$ cat src/rtl/cpu4_pkg.sv
// Shared definitions for the 4-bit teaching CPU: default widths, opcode and FSM
// state encodings, and the opcode-to-control-strobe decoder.
package cpu4_pkg;

  localparam int CPU4_ADDR_W = 4;
  localparam int CPU4_DATA_W = 8;

  typedef enum logic [3:0] {
    OP_LDA = 4'h0,
    OP_ADD = 4'h1,
    OP_SUB = 4'h2,
    OP_OUT = 4'hE,
    OP_HLT = 4'hF
  } opcode_e;

  typedef enum logic [2:0] {
    ST_IDLE    = 3'd0,
    ST_FETCH   = 3'd1,
    ST_LOAD_IR = 3'd2,
    ST_EXEC    = 3'd3,
    ST_HALTED  = 3'd4
  } state_e;

  typedef struct packed {
    logic acc_ld;
    logic alu_en;
    logic alu_sub;
    logic out_ld;
  } ctrl_t;

  // Unlisted opcodes fall through to all-zero strobes and behave as NOP.
  function automatic ctrl_t decode_op(input logic [3:0] opc);
    ctrl_t c;
    c = '0;
    case (opc)
      OP_LDA: c.acc_ld = 1'b1;
      OP_ADD: begin
        c.acc_ld = 1'b1;
        c.alu_en = 1'b1;
      end
      OP_SUB: begin
        c.acc_ld  = 1'b1;
        c.alu_en  = 1'b1;
        c.alu_sub = 1'b1;
      end
      OP_OUT:  c.out_ld = 1'b1;
      default: c = '0;
    endcase
    return c;
  endfunction

endpackage

$ cat src/rtl/prog_mem.sv
// Program memory: 2^ADDR_W words, registered read port and synchronous write port.
// Contents are deliberately left without reset so a program survives rst_n.
module prog_mem
  import cpu4_pkg::*;
#(
  parameter int ADDR_W = CPU4_ADDR_W,
  parameter int DATA_W = CPU4_DATA_W
) (
  input  logic              clk,
  input  logic              we,
  input  logic [ADDR_W-1:0] wr_addr,
  input  logic [DATA_W-1:0] wr_data,
  input  logic [ADDR_W-1:0] rd_addr,
  output logic [DATA_W-1:0] rd_data
);

  logic [DATA_W-1:0] mem [2**ADDR_W];

  always_ff @(posedge clk) begin
    if (we) mem[wr_addr] <= wr_data;
    rd_data <= mem[rd_addr];
  end

endmodule

$ cat src/rtl/instr_fetch_decode.sv
// Fetch/decode front end: on each cp rising edge fetches mem[pc], loads the
// instruction register and pulses one cycle of decoded control strobes.
module instr_fetch_decode
  import cpu4_pkg::*;
#(
  parameter int ADDR_W = CPU4_ADDR_W,
  parameter int DATA_W = CPU4_DATA_W
) (
  input  logic              clk,
  input  logic              rst_n,
  input  logic [ADDR_W-1:0] pc,
  input  logic              cp,
  input  logic              prog_we,
  input  logic [ADDR_W-1:0] prog_addr,
  input  logic [DATA_W-1:0] prog_data,
  output logic [DATA_W-1:0] ir,
  output logic [ADDR_W-1:0] operand,
  output logic              op_valid,
  output logic              acc_ld,
  output logic              alu_en,
  output logic              alu_sub,
  output logic              out_ld,
  output logic              busy,
  output logic              halted,
  output logic              overrun
);

  state_e            state;
  logic              cp_q;
  logic              armed;
  logic              pending;
  logic              req;
  logic              mem_we;
  logic [ADDR_W-1:0] addr_q;
  logic [DATA_W-1:0] rd_data;
  logic [3:0]        rd_opc;
  logic [3:0]        ir_opc;

  // armed stays low until cp is seen low after reset, so a cp held high through
  // reset release does not count as a rising edge.
  assign req     = cp & ~cp_q & armed;
  assign busy    = (state == ST_FETCH) || (state == ST_LOAD_IR) || (state == ST_EXEC);
  assign halted  = (state == ST_HALTED);
  assign mem_we  = prog_we & ((state == ST_IDLE) || (state == ST_HALTED));
  assign operand = ir[ADDR_W-1:0];
  assign rd_opc  = 4'(rd_data[DATA_W-1:ADDR_W]);
  assign ir_opc  = 4'(ir[DATA_W-1:ADDR_W]);

  prog_mem #(
    .ADDR_W (ADDR_W),
    .DATA_W (DATA_W)
  ) u_prog_mem (
    .clk     (clk),
    .we      (mem_we),
    .wr_addr (prog_addr),
    .wr_data (prog_data),
    .rd_addr (addr_q),
    .rd_data (rd_data)
  );

  always_ff @(posedge clk or negedge rst_n) begin
    if (!rst_n) begin
      state    <= ST_IDLE;
      cp_q     <= 1'b0;
      armed    <= 1'b0;
      pending  <= 1'b0;
      overrun  <= 1'b0;
      addr_q   <= '0;
      ir       <= '0;
      op_valid <= 1'b0;
      acc_ld   <= 1'b0;
      alu_en   <= 1'b0;
      alu_sub  <= 1'b0;
      out_ld   <= 1'b0;
    end else begin
      cp_q <= cp;
      if (!cp) armed <= 1'b1;

      op_valid <= 1'b0;
      acc_ld   <= 1'b0;
      alu_en   <= 1'b0;
      alu_sub  <= 1'b0;
      out_ld   <= 1'b0;

      // Only one request can wait behind the current instruction; a second is lost.
      if (busy && req) begin
        if (pending) overrun <= 1'b1;
        else         pending <= 1'b1;
      end

      case (state)
        ST_IDLE: begin
          if (req || pending) begin
            state   <= ST_FETCH;
            addr_q  <= pc;
            pending <= pending & req;
          end
        end
        ST_FETCH:   state <= ST_LOAD_IR;
        ST_LOAD_IR: begin
          ir       <= rd_data;
          op_valid <= 1'b1;
          {acc_ld, alu_en, alu_sub, out_ld} <= decode_op(rd_opc);
          state    <= ST_EXEC;
        end
        ST_EXEC: begin
          if (ir_opc == OP_HLT) state <= ST_HALTED;
          else                  state <= ST_IDLE;
        end
        ST_HALTED:  state <= ST_HALTED;
        default:    state <= ST_IDLE;
      endcase
    end
  end

endmodule

$ cat config.mk
export PLATFORM = sky130hd
export DESIGN_NAME = instr_fetch_decode
export DESIGN_NICKNAME = d
export VERILOG_FILES = /design/src/rtl/cpu4_pkg.sv /design/src/rtl/prog_mem.sv /design/src/rtl/instr_fetch_decode.sv
export SDC_FILE = /design/constraint.sdc
export NUM_CORES = 1
export LEC_CHECK = 0
export BUFFER_PORTS_ARGS = -buffer_cell sky130_fd_sc_hd__buf_2
export CAP_MARGIN = 20
export CORE_ASPECT_RATIO = 0.8
export CORE_MARGIN = 2
export CORE_UTILIZATION = 50
export CTS_BUF_LIST = sky130_fd_sc_hd__clkbuf_8 sky130_fd_sc_hd__clkbuf_16
export DETAILED_ROUTE_END_ITERATION = 16
export PLACE_DENSITY = 0.69
export SLEW_MARGIN = 20
export SYNTH_ARGS = -nofsm -noshare
export SYNTH_HDL_FRONTEND = slang
export SYNTH_SLANG_ARGS = --single-unit
$ cat constraint.sdc
create_clock -name clk -period 2.7 [get_ports clk]
set_clock_uncertainty 0.1 [all_clocks]
set_input_delay 0.54 -clock clk [delete_from_list [all_inputs] [get_ports clk]]
set_output_delay 0.54 -clock clk [all_outputs]
set_load 0.02 [all_outputs]
**Yosys cells after proc, flatten, opt, wreduce, memory -nomap -nowiden**

Memory sizes are Yosys's and may differ from the RTL's. A register that Yosys moved wholly into a read port is not among the register bits.
Index checks and enable logic that the tools add are counted.

- Output and inout port bits: 20
- Register bits after elaboration: 24
- Input port bits: 20
- Word-level logic and storage cells: 55
- Bits in writable memories: 128
- Memories kept: 1

Memories:

| memory | depth | width | rd ports | clocked after memory_dff | wr ports | RTL line | text |
|---|---|---|---|---|---|---|---|
| u_prog_mem.mem | 16 | 8 | 1 | 1 | 1 | prog_mem.sv:17 | `logic [DATA_W-1:0] mem [2**ADDR_W];` |

- Reduce and logical (&&, ||, !) cells: 11
- Bitwise logic cells: 5
- Muxes and demuxes: 17
- Eq/ne operators: 9

Operator list:

| operator | number |
|---|---|
| 3-bit one-hot mux with 5 select lines | 1 |
| 1-bit 2-to-1 mux | 14 |
| 4-bit == test (second input constant) | 2 |
| 3-bit by 2-bit == test with 1-bit output (second input constant) | 2 |
| 3-bit 2-to-1 mux | 2 |
| 1-bit AND | 4 |
| 4-bit by 1-bit == test with 1-bit output (second input constant) | 1 |
| 4-bit by 2-bit == test with 1-bit output (second input constant) | 1 |
| 4-bit zero test | 1 |
| 1-bit logical OR | 4 |
| 2-bit AND reduction | 2 |
| 3-bit by 1-bit == test with 1-bit output (second input constant) | 1 |
| 3-bit == test (second input constant) | 1 |
| 3-bit zero test | 1 |
| 3-bit OR reduction | 1 |
| 2-bit by 1-bit inequality test with 1-bit output (second input constant) | 1 |
| 2-bit OR reduction | 1 |
| 1-bit logical AND | 1 |
| 1-bit NOT | 1 |

**Longest topological paths before layout**

Gate-level depths: netlist of the first run.

- Depth after elaboration: 7
- Gate-level depth with buffers: 5
- Gate-level depth less buffers: 3

**Hierarchy**

From an unflattened synthesis of the first run, not the netlist that was laid out.

- Cells, all modules: 297
- Area total of the unflattened synthesis: 6124.6 um2

By module, submodules not included:

| module | sequential area each (um2) | area an instance (um2) | cells each | instances |
|---|---|---|---|---|
| prog_mem | 4003.8 | 5147.4 | 229 | 1 |
| instr_fetch_decode | 600.6 | 977.2 | 68 | 1 |

**Worst setup path before layout of the first run**

No wires, ideal clock.

- Path kind: flip-flop to flip-flop
- Start point: register state[1]
- End point: memory u_prog_mem.mem[8][0] in the netlist's numbering (enable)
- Library setup time: 0.383 ns
- Stages on the path, launching flop included: 5
- Path slack: 0.592 ns
- Arrival time: 1.625 ns
- Clock period less this slack: 2.108 ns
- Path buffers: 1
- Required time: 2.217 ns
- Path through: dfrtp_1 -> clkbuf_1 -> nor4b_1 -> nand2_1 -> nor3_1

- Cells in the longest elaborated chain, start to end: 5
- Elaborated cells on any way between the ends: 6
- Classes of those cells: eq/ne: 1; mux: 2; bitwise: 1; reduce/logical: 2

RTL lines:

| item | RTL line | text |
|---|---|---|
| from (decl) | instr_fetch_decode.sv:28 | `state_e state;` |
| from (signal assigned) | instr_fetch_decode.sv:63 | `state <= ST_IDLE;` |
| from (signal assigned) | instr_fetch_decode.sv:94 | `state <= ST_FETCH;` |
| from (signal assigned) | instr_fetch_decode.sv:99 | `ST_FETCH: state <= ST_LOAD_IR;` |
| 3-bit == test / 3-bit zero test (equally long branches) | instr_fetch_decode.sv:44 | `assign mem_we = prog_we & ((state == ST_IDLE) \|\| (state == ST_HALTED));` |
| 1-bit logical OR (*) | instr_fetch_decode.sv:44 |  |
| 1-bit AND (*) | instr_fetch_decode.sv:44 |  |
| 1-bit 2-to-1 mux (*) | prog_mem.sv:20 | `if (we) mem[wr_addr] <= wr_data;` |
| 1-bit 2-to-1 mux (not written as such) (*) | prog_mem.sv:20 |  |
| to (decl) | prog_mem.sv:17 |  |

Every way passes the cells marked *; elsewhere a longest branch is shown, timed or not.

**Worst setup path in the final report of the first run**

- Start point: register state[1]
- End point: output busy

- Cells in the longest elaborated chain, start to end: 3
- Elaborated cells on any way between the ends: 5
- Classes of those cells: eq/ne: 3; reduce/logical: 2

RTL lines:

| item | RTL line | text |
|---|---|---|
| 3-bit by 1-bit == test with 1-bit output / 3-bit by 2-bit == test with 1-bit output (equally long branches) | instr_fetch_decode.sv:42 | `assign busy = (state == ST_FETCH) \|\| (state == ST_LOAD_IR) \|\| (state == ST_EXEC);` |
| 1-bit logical OR | instr_fetch_decode.sv:42 |  |
| 1-bit logical OR (*) | instr_fetch_decode.sv:42 |  |
| to (decl) | instr_fetch_decode.sv:23 | `output logic busy,` |

Marked as above.

==> results of run 1 <==
## layout make-up
type	instances	area (um^2)
clock inverter	15	135
clock buffer	17	425
tap	148	185
inverter	1	3.75
timing repair buffer	61	375
sequential	160	4610
multi-input combinational	121	1340
fill	824	4620
## stage by stage
stage / total power, mW / cells
global placement: 4.88 / 490
detailed placement: 4.92 / 490
floorplan: 4.49 / 300
global route: 7.43 / 523
finish: 7.11 / 523
CTS: 7.18 / 523
## critical path: stages, from the launching register on
cell,delay [ns]
sky130_fd_sc_hd__dfrtp_1,0.46
sky130_fd_sc_hd__nor2_1,0.30
sky130_fd_sc_hd__nor2_1,0.11
sky130_fd_sc_hd__buf_2,0.17
## per-layer routing
metal  GRT usage  part of all wire  vias to the layer above  wire length, um
met5           0                 0                        -                0
met4      0.0735            0.0099                        0              115
met3      0.0514             0.071                       13              822
met2       0.277              0.45                      107             5230
met1       0.297              0.47                     1575             5420
li1            -                 -                     1336                -
## sequential cells by signal (all words and copies together), names as in the netlist
name                cells
acc_ld                  1
addr_q                  4
alu_en                  1
alu_sub                 1
armed                   1
cp_q                    1
ir                      8
op_valid                1
out_ld                  1
overrun                 1
pending                 1
state                   3
u_prog_mem.mem        128
u_prog_mem.rd_data      8
## synthesized netlist by cell type (all sizes together) (2+ instances only)
cell	number	area, um^2
a21oi	2	10.0
a22oi	16	120
and4	2	17.5
buf	11	86.3
clkbuf	5	23.8
clkdlybuf4s25	2	20.0
dfrtp	24	601
dfxtp	8	160
edfxtp	128	3840
mux2	12	135
mux4	32	754
nand2	11	41.3
nand2b	4	25.0
nor2	18	67.6
nor2b	2	12.5
nor3	7	35.0
o21ai	2	10.0
xnor2	2	17.5
## final timing paths
path | slack (ns) | endpoint | cells past startpoint
min in group asynchronous | 0.54 | alu_sub$_DFF_PN0_ | 2
hold reg to reg | 0.36 | overrun$_DFFE_PN0P_ | 1
max in group asynchronous | 1.58 | addr_q[0]$_DFFE_PN0P_ | 2
hold / removal | 0.16 | cp_q$_DFF_PN0_ | 1
setup reg to reg | 0.67 | u_prog_mem.rd_data[2]$_DFF_P_ | 4
setup / recovery | 0.60 | busy | 3
## kinds of logic (layout without fill, tap and decap cells)
family | Yosys count | count (layout) | share of synthesized area
flip-flops | 160 | 160 | 0.758
multiplexers | 44 | 44 | 0.146
AND/OR/NAND/NOR | 52 | 52 | 0.0435
AO/OA/AOI/OAI | 23 | 23 | 0.0274
XOR/XNOR | 2 | 2 | 0.00288
buffers and inverters | 19 | 94 | 0.0220
## power breakdown
part	leakage, nW	total (mW)	switching (mW)	internal (mW)
logic	0.740	1.72	0.894	0.828
clock network	0.275	2.25	0.973	1.28
registers	1.51	3.14	0.231	2.91
total	2.52	7.11	2.10	5.01
==> reports/metrics.yaml, run 1 <==
synth.cell_area_um2: 6080
postPlaceCellArea_um2: 6500
design_area_um2: 7070
die_x_um: 127
initial_antenna_violation_count: 0
drt_pre_antenna_iters: 4
worst_hold_path_type: "in2reg"
rsz0062_at_grt: "false"
clock-root-buffer: "sky130_fd_sc_hd__clkbuf_16"
dpl.hpwl_um: 7420
cp_data_arrival_time_ns: 1.46
finalHoldWorstSlack_ns: 0.157
finish.net_count: 382
clk_latency_ns: 0.42
ys_dominant_reg_cell: "sky130_fd_sc_hd__edfxtp_1"
power_per_cell_area_nw_per_um2: 1010
die_y_extent_um: 103
yosysSeqAreaShare: 0.758
cts-root-to-sink-buffers: 2
hp-start: "cp"
synth_nets: 320
synth-warning-count: 0
drt-wirelength-per-cell_um: 22.2
cts_inserted_buffers: 17
worst_setup_slack_final_ns: 0.601
route.vias.total: 3031
mostFrequentLayoutCells: "128 x sky130_fd_sc_hd__edfxtp_1, 39 x sky130_fd_sc_hd__buf_2, 23 x sky130_fd_sc_hd__mux4_2, 23 x sky130_fd_sc_hd__dfrtp_1, 20 x sky130_fd_sc_hd__buf_4"
critical_path_peak_fanout: 7
tritoncts_clock_tree: "done"
place.port_buffers: 39
postCtsHoldBufs: 1
timing.final.hold_violations: 0
initial_utilization: 0.520
synthDistinctLibCells: 35
drv_slew: 0
routed_wl_um: 11600
global_route.usage.total: 0.196
cp_data_required_time_ns: 2.06
finalCritPeriodShare: 0.777
synth_async_sr_flop_share: 0.150
ys_ff_latch: 160
postCtsResizedCells: 0
post_synth_inst_count: 300
timing.final.crit_period_ns: 2.10
clkSinkCount: 160
dp_slack_ns: 0.609
status: "completed"
final_antenna_net_count: 0
drt_iter0_markers: 282
grt_max_degree: 34
syn2layout_area_growth_pct: 16.3
grt_pass1_wl_um: 17700
post-route-drc-count: 0
final_core_utilization: 0.604
vias_per_cell: 5.80
worst_setup_path_end_kind: "output pin"
clkSlewWorstSetupHoldPaths_ns: 0.06
cap_violations: 0
post_route_cells_drive_above_1_share: 0.341
core_area_um2: 11700
relSlewSlack: 0.472
postSynthAreaPerCell_um2: 20.3
cts-htree-levels: 4
most_common_cell_after_layout_fill_and_taps_aside: "sky130_fd_sc_hd__edfxtp_1"
timing.setup.critical_path_class: "reg2out"
cp_launch_point: "state[1]$_DFFE_PN0P_"
post-cts-setup-buffers: 0
timing.setup.tns_ns: 0
ir_drop_uv: 493
fp-row-count: 35
setup_viol: 0
number_of_enable_type_register_cells_in_the_synthesized_netlist: 128
max_slew.worst_pin.slew_ns: 0.789
leakage_nw: 2.52
diode_count: 0
boundaryPins: 40
place.gp.congestion: 0.774
grt_ovf: 0
die_area_um2: 13100
setup.worst_path.start_class: "flip-flop"
reg2reg_from: "addr_q[0]$_DFFE_PN0P_"
vias_in_the_first_global_route: 2932
timing.fmax_ghz: 0.476
Note: power is estimated with default switching activity, not from simulation.
==> inputs of run 2 (changes only) <==
Settings changed: PLACE_DENSITY 0.69 to 0.71.
Clock period 2.7 ns to 1.9 ns, I/O delays scaled along.
==> run 2 against run 1 <==
  * Non-clock buffer count increased by 10
  * Register-to-register slack got worse by 0.61 ns
  * Largest cell class unchanged
  * Critical path depth unchanged
  * Power increased by 50%
  * Die area unchanged
  * Highest routed layer unchanged
  * Setup slack got worse by 0.57 ns
  * Global-route usage increased by 1.4 points
  * Cell count increased by 1.9%
==> reports/metrics.yaml, run 2 (synthesis gave the netlist of run 1 again) <==
core_area_um2: 11700
clkSinkCount: 160
critical_path.cell_chain: "buf_4 -> nor3_4 -> buf_6"
largest_reg_flops: 128
comb_power_share: 0.279
place.gp.congestion: 0.826
die_area_um2: 13100
drt_pre_antenna_iters: 4
drt_iter0_markers: 299
cts-htree-levels: 4
diode_count: 0
worst_hold_path_type: "in2reg"
placedCellCount: 497
clkSlewWorstSetupHoldPaths_ns: 0.06
r2r_slack_ns: 0.06
vias_in_the_first_global_route: 2967
reg2reg_depth: 4
boundaryPins: 40
leakage_nw: 2.60
mostFrequentLayoutCells: "128 x sky130_fd_sc_hd__edfxtp_1, 38 x sky130_fd_sc_hd__buf_2, 24 x sky130_fd_sc_hd__buf_4"
timing.critical_path.slowest_stage_cell: "sky130_fd_sc_hd__dfrtp_2"
initial_antenna_violation_count: 0
register_with_the_highest_flop_count: "u_prog_mem.mem"
p_clk_frac: 0.307
power.net_switching_mw: 3.15
switching_power_share_of_the_total: 0.296
status: "completed"
fillerInstances: 804
setup_viol: 0
critical_path.reg2reg.endpoint: "u_prog_mem.rd_data[7]$_DFF_P_"
route.vias.total: 3065
die_x_um: 127
setup.worst_path.start_class: "flip-flop"
grt_ovf: 0
cts-root-to-sink-buffers: 2
finalCritPeriodShare: 0.982
post-route-drc-count: 0
timing.setup.critical_path_class: "reg2out"
final_core_utilization: 0.622
post_route_cells_drive_above_1_share: 0.390
max_slew.worst_pin.slew_ns: 0.812
ir_drop_uv: 729
timing.final.crit_period_ns: 1.87
relSlewSlack: 0.456
cp_data_required_time_ns: 1.42
clk_latency_ns: 0.41
fp-row-count: 35
hold_depth: 2
die_y_extent_um: 103
post-layout-total-power_mw: 10.7
drv_slew: 0
timing.fmax_ghz: 0.536
drt-wirelength-per-cell_um: 23.8
power.share.sequential: 0.415
reg2reg_from: "addr_q[0]$_DFFE_PN0P_"
place.port_buffers: 39
timing.final.hold_violations: 0
final_cell_count_no_fill: 533
routed_wl_um: 12700
hp-start: "pc[1]"
min_delay_worst_endpoint: "addr_q[1]$_DFFE_PN0P_"
cts_inserted_buffers: 17
finalHoldWorstSlack_ns: 0.0972
grt_max_degree: 34
tritoncts_clock_tree: "done"
initial_utilization: 0.520
critical-path-max-stage-delay_ns: 0.45
dpl.hpwl_um: 7890
vias_per_cell: 5.75
worst_setup_path_end_kind: "output pin"
internal_power_mw: 7.52
clock-root-buffer: "sky130_fd_sc_hd__clkbuf_16"
critical_path_peak_fanout: 5
largest_registers: "u_prog_mem.mem: 128 flops, ir: 8 flops, u_prog_mem.rd_data: 8 flops"
final_antenna_net_count: 0
global_route.usage.total: 0.209
syn2layout_area_growth_pct: 19.7
grt_pass1_wl_um: 18700
power_per_cell_area_nw_per_um2: 1470
cp_data_arrival_time_ns: 1.39
most_common_cell_after_layout_fill_and_taps_aside: "sky130_fd_sc_hd__edfxtp_1"
cap_violations: 0
finish.net_count: 392
==> run 2: what timing repair did <==
| item | in CTS | in global routing |
|---|---|---|
| buffers inserted | 0 | 1 |
| gates resized for setup | 4 | 11 |
| hold endpoints to repair | 25 | 0 |
| hold buffers | 2 | 0 |
| setup endpoints to repair | 3 | 10 |
| cloned | 0 | 1 |
| pin swaps | 0 | 2 |
==> run 2: how the worst max path moves through the flow <==
stage | cells past startpoint | start | slack (ns) | to
6_report | 3 | state[1]$_DFFE_PN0P_ | 0.03 | halted
5_1_grt | 3 | state[1]$_DFFE_PN0P_ | -0.005 | halted
4_1_cts | 3 | state[1]$_DFFE_PN0P_ | 0.005 | halted
3_5_place_dp | 5 | addr_q[0]$_DFFE_PN0P_ | -0.02 | u_prog_mem.rd_data[0]$_DFF_P_
3_3_place_gp | 5 | addr_q[0]$_DFFE_PN0P_ | 0.05 | u_prog_mem.rd_data[0]$_DFF_P_
2_1_floorplan | 4 | state[1]$_DFFE_PN0P_ | 0.003 | u_prog_mem.mem[10][0]$_DFFE_PP_
==> run 2: cell type report <==
cell class / count / area [um^2] / share of cell area
Clock inverter: 15 / 145 / 0.0200
Tap cell: 148 / 185 / 0.0255
Multi-Input combinational cell: 121 / 1400 / 0.192
Clock buffer: 17 / 425 / 0.0585
Sequential cell: 160 / 4610 / 0.634
Inverter: 1 / 3.75 / 0.000516
Timing Repair Buffer: 71 / 509 / 0.0700
==> run 2: metrics by stage <==
stage / setup WS [ns] / TNS, ns / area (um^2)
final: 0.0350 / 0 / 7270
after detailed placement: -0.0235 / -0.0235 / 6600
after global placement: 0.0474 / 0 / 6600
after floorplan: 0.00260 / 0 / 6100
after global routing: -0.00482 / -0.00482 / 7270
after CTS: 0.00479 / 0 / 7200
==> run 2: power by group through the flow <==
| stage | Combinational [mW] | Clock [mW] | Sequential [mW] |
|---|---|---|---|
| floorplan | 1.90 | 0 | 4.48 |
| global placement | 2.77 | 0 | 4.45 |
| global route | 3.20 | 3.46 | 4.46 |
| finish | 2.98 | 3.27 | 4.42 |
| CTS | 2.86 | 3.31 | 4.40 |
| detailed placement | 2.81 | 0 | 4.46 |
==> run 2: per-layer routing <==
| metal | up-vias | global-route usage | part of all wire |
|---|---|---|---|
| met4 | 0 | 0.0659 | 0.0097 |
| met3 | 10 | 0.0742 | 0.094 |
| met5 | - | 0 | 0 |
| met1 | 1548 | 0.307 | 0.44 |
| met2 | 148 | 0.298 | 0.45 |
| li1 | 1359 | - | - |
==> run 2: worst max-delay path: cells and delay by family (launching register included) <==
kind | cells | cell delay [ns]
DFF | 1 | 0.45
buffers and inverters | 2 | 0.33
and+or+nand+nor | 1 | 0.19
==> inputs of run 3 (changes only) <==
Clock period 1.9 ns to 1.6 ns, I/O delays scaled along.
==> run 3 against run 2 <==
  * The run now ends with setup timing left
  * Clock power grew 37%
  * Wire length grew 1.7%
  * Worst hold slack lost 0.046 ns
  * Clock-buffer cell count grew 2
  * Cell count grew 4.7%
  * Global-route usage grew 0.71 points
  * Via count grew 5.6%
  * First-iteration DRC count grew 15%
  * Setup slack lost 0.23 ns
  * Largest cell class unchanged
  * Highest routed layer unchanged
==> reports/metrics.yaml, run 3 (synthesis gave the netlist of run 1 again) <==
status: "complete, but fails checks"
violations: "setup timing"
core_area_um2: 11700
global_route.usage.total: 0.216
drt-wirelength-per-cell_um: 23.2
place.gp.congestion: 0.780
tritoncts_clock_tree: "done"
route.vias.total: 3236
clkSinkCount: 160
max_slew.worst_pin.slew_ns: 0.863
cp_launch_point: "state[1]$_DFFE_PN0P_"
final_core_utilization: 0.686
finish.net_count: 417
timing.final.crit_period_ns: 1.80
cp_data_arrival_time_ns: 1.38
timing.setup.critical_path_class: "reg2out"
setup_viol: 138
boundaryPins: 40
initial_antenna_violation_count: 0
rsz0062_at_grt: "true"
worst_hold_path_type: "in2reg"
grt_pass1_wl_um: 19400
largest_reg_flops: 128
post-layout-total-power_mw: 14.1
relSlewSlack: 0.423
worst_setup_path_end_kind: "output pin"
critical_path.reg2reg.endpoint: "u_prog_mem.mem[0][4]$_DFFE_PP_"
crit_path_end: "halted"
worst_setup_slack_final_ns: -0.196
diode_count: 0
power_per_cell_area_nw_per_um2: 1760
timing.final.hold_violations: 0
post_route_cells_drive_above_1_share: 0.505
post-route-drc-count: 0
register_with_the_highest_flop_count: "u_prog_mem.mem"
die_x_um: 127
cp_data_required_time_ns: 1.18
fp-row-count: 35
dpl.hpwl_um: 7680
die_y_extent_um: 103
die_area_um2: 13100
cap_violations: 0
final_antenna_net_count: 0
place.port_buffers: 39
vias_in_the_first_global_route: 3192
largest_registers: "u_prog_mem.mem: 128 flops, ir: 8 flops, u_prog_mem.rd_data: 8 flops"
grt_ovf: 0
drt_pre_antenna_iters: 5
cts-root-to-sink-buffers: 2
most_common_cell_after_layout_fill_and_taps_aside: "sky130_fd_sc_hd__edfxtp_1"
cts_inserted_buffers: 17
syn2layout_area_growth_pct: 32.1
leakage_nw: 2.85
clock-root-buffer: "sky130_fd_sc_hd__clkbuf_16"
drv_slew: 0
cts-htree-levels: 4
clk_latency_ns: 0.42
drt_iter0_markers: 343
timing.fmax_ghz: 0.557
mostFrequentLayoutCells: "128 x sky130_fd_sc_hd__edfxtp_1, 37 x sky130_fd_sc_hd__buf_2, 31 x sky130_fd_sc_hd__mux4_2"
ir_drop_uv: 1180
grt_max_degree: 26
initial_utilization: 0.520
r2r_slack_ns: -0.18
critical_path_peak_fanout: 5
finalCritPeriodShare: 1.12
reg2reg_depth: 6
routed_wl_um: 12900
vias_per_cell: 5.80
setup.worst_path.start_class: "flip-flop"
reg2reg_from: "state[0]$_DFFE_PN0P_"
clkSlewWorstSetupHoldPaths_ns: 0.06
[run 3: cell type report]
type | count | area [um^2]
well taps | 148 | 185
clock inverters | 13 | 210
inverters | 1 | 3.75
repair buffers | 96 | 1010
flip-flops and latches | 160 | 4610
multi-input cells | 121 | 1560
fillers | 707 | 3670
clock buffers | 19 | 453
[run 3: power breakdown]
| group | switching (mW) | total, mW | leakage [nW] | internal [mW] |
|---|---|---|---|---|
| Combinational | 2.11 | 4.46 | 1.03 | 2.35 |
| Sequential | 0.292 | 5.20 | 1.51 | 4.91 |
| Clock | 1.61 | 4.47 | 0.314 | 2.86 |
| Total | 4.01 | 14.1 | 2.85 | 10.1 |
[run 3: worst max-delay path, stage by stage (launching register included)]
cell	delay, ns
sky130_fd_sc_hd__dfrtp_1	0.41
sky130_fd_sc_hd__buf_6	0.14
sky130_fd_sc_hd__buf_6	0.12
sky130_fd_sc_hd__nor3_4	0.14
sky130_fd_sc_hd__buf_6	0.14
[run 3: how the worst min path moves through the flow]
stage                                        to  depth (start not counted)  start  slack (ns)
after CTS                 addr_q[1]$_DFFE_PN0P_                          2  pc[1]        0.04
after global placement         alu_en$_DFF_PN0_                          1  rst_n        0.22
after detailed placement       acc_ld$_DFF_PN0_                          1  rst_n        0.23
after global routing      addr_q[2]$_DFFE_PN0P_                          2  pc[2]        0.04
final                     addr_q[2]$_DFFE_PN0P_                          2  pc[2]        0.05
after floorplan                acc_ld$_DFF_PN0_                          0  rst_n       -0.08
[run 3: layer usage]
metal | up-vias | wire length (um) | global-route usage
met2 | 157 | 6010 | 0.322
met3 | 21 | 1040 | 0.0602
li1 | 1406 | - | -
met5 | - | 0 | 0
met4 | 0 | 242 | 0.0761
met1 | 1652 | 5630 | 0.314
[run 3: what timing repair did]
action | CTS | global route
endpoints found under the hold margin | 26 | 0
gates resized for setup | 62 | 11
hold buffers | 2 | 0
cloned | 4 | 0
endpoints found under the setup margin | 142 | 150
pin swaps | 22 | 11
buffers inserted | 9 | 3
[run 3: per-stage QoR]
step	worst slack [ns]	cell area, um^2	cells	hold WS (ns)	setup TNS [ns]
2_1_floorplan	-0.199	6180	300	-0.0756	-18.63
3_3_place_gp	-0.188	6870	508	0.222	-19.77
3_5_place_dp	-0.224	6870	508	0.231	-21.95
4_1_cts	-0.191	7950	555	0.0362	-9.71
5_1_grt	-0.248	8030	558	0.0401	-19.43
6_report	-0.196	8030	558	0.0515	-11.34
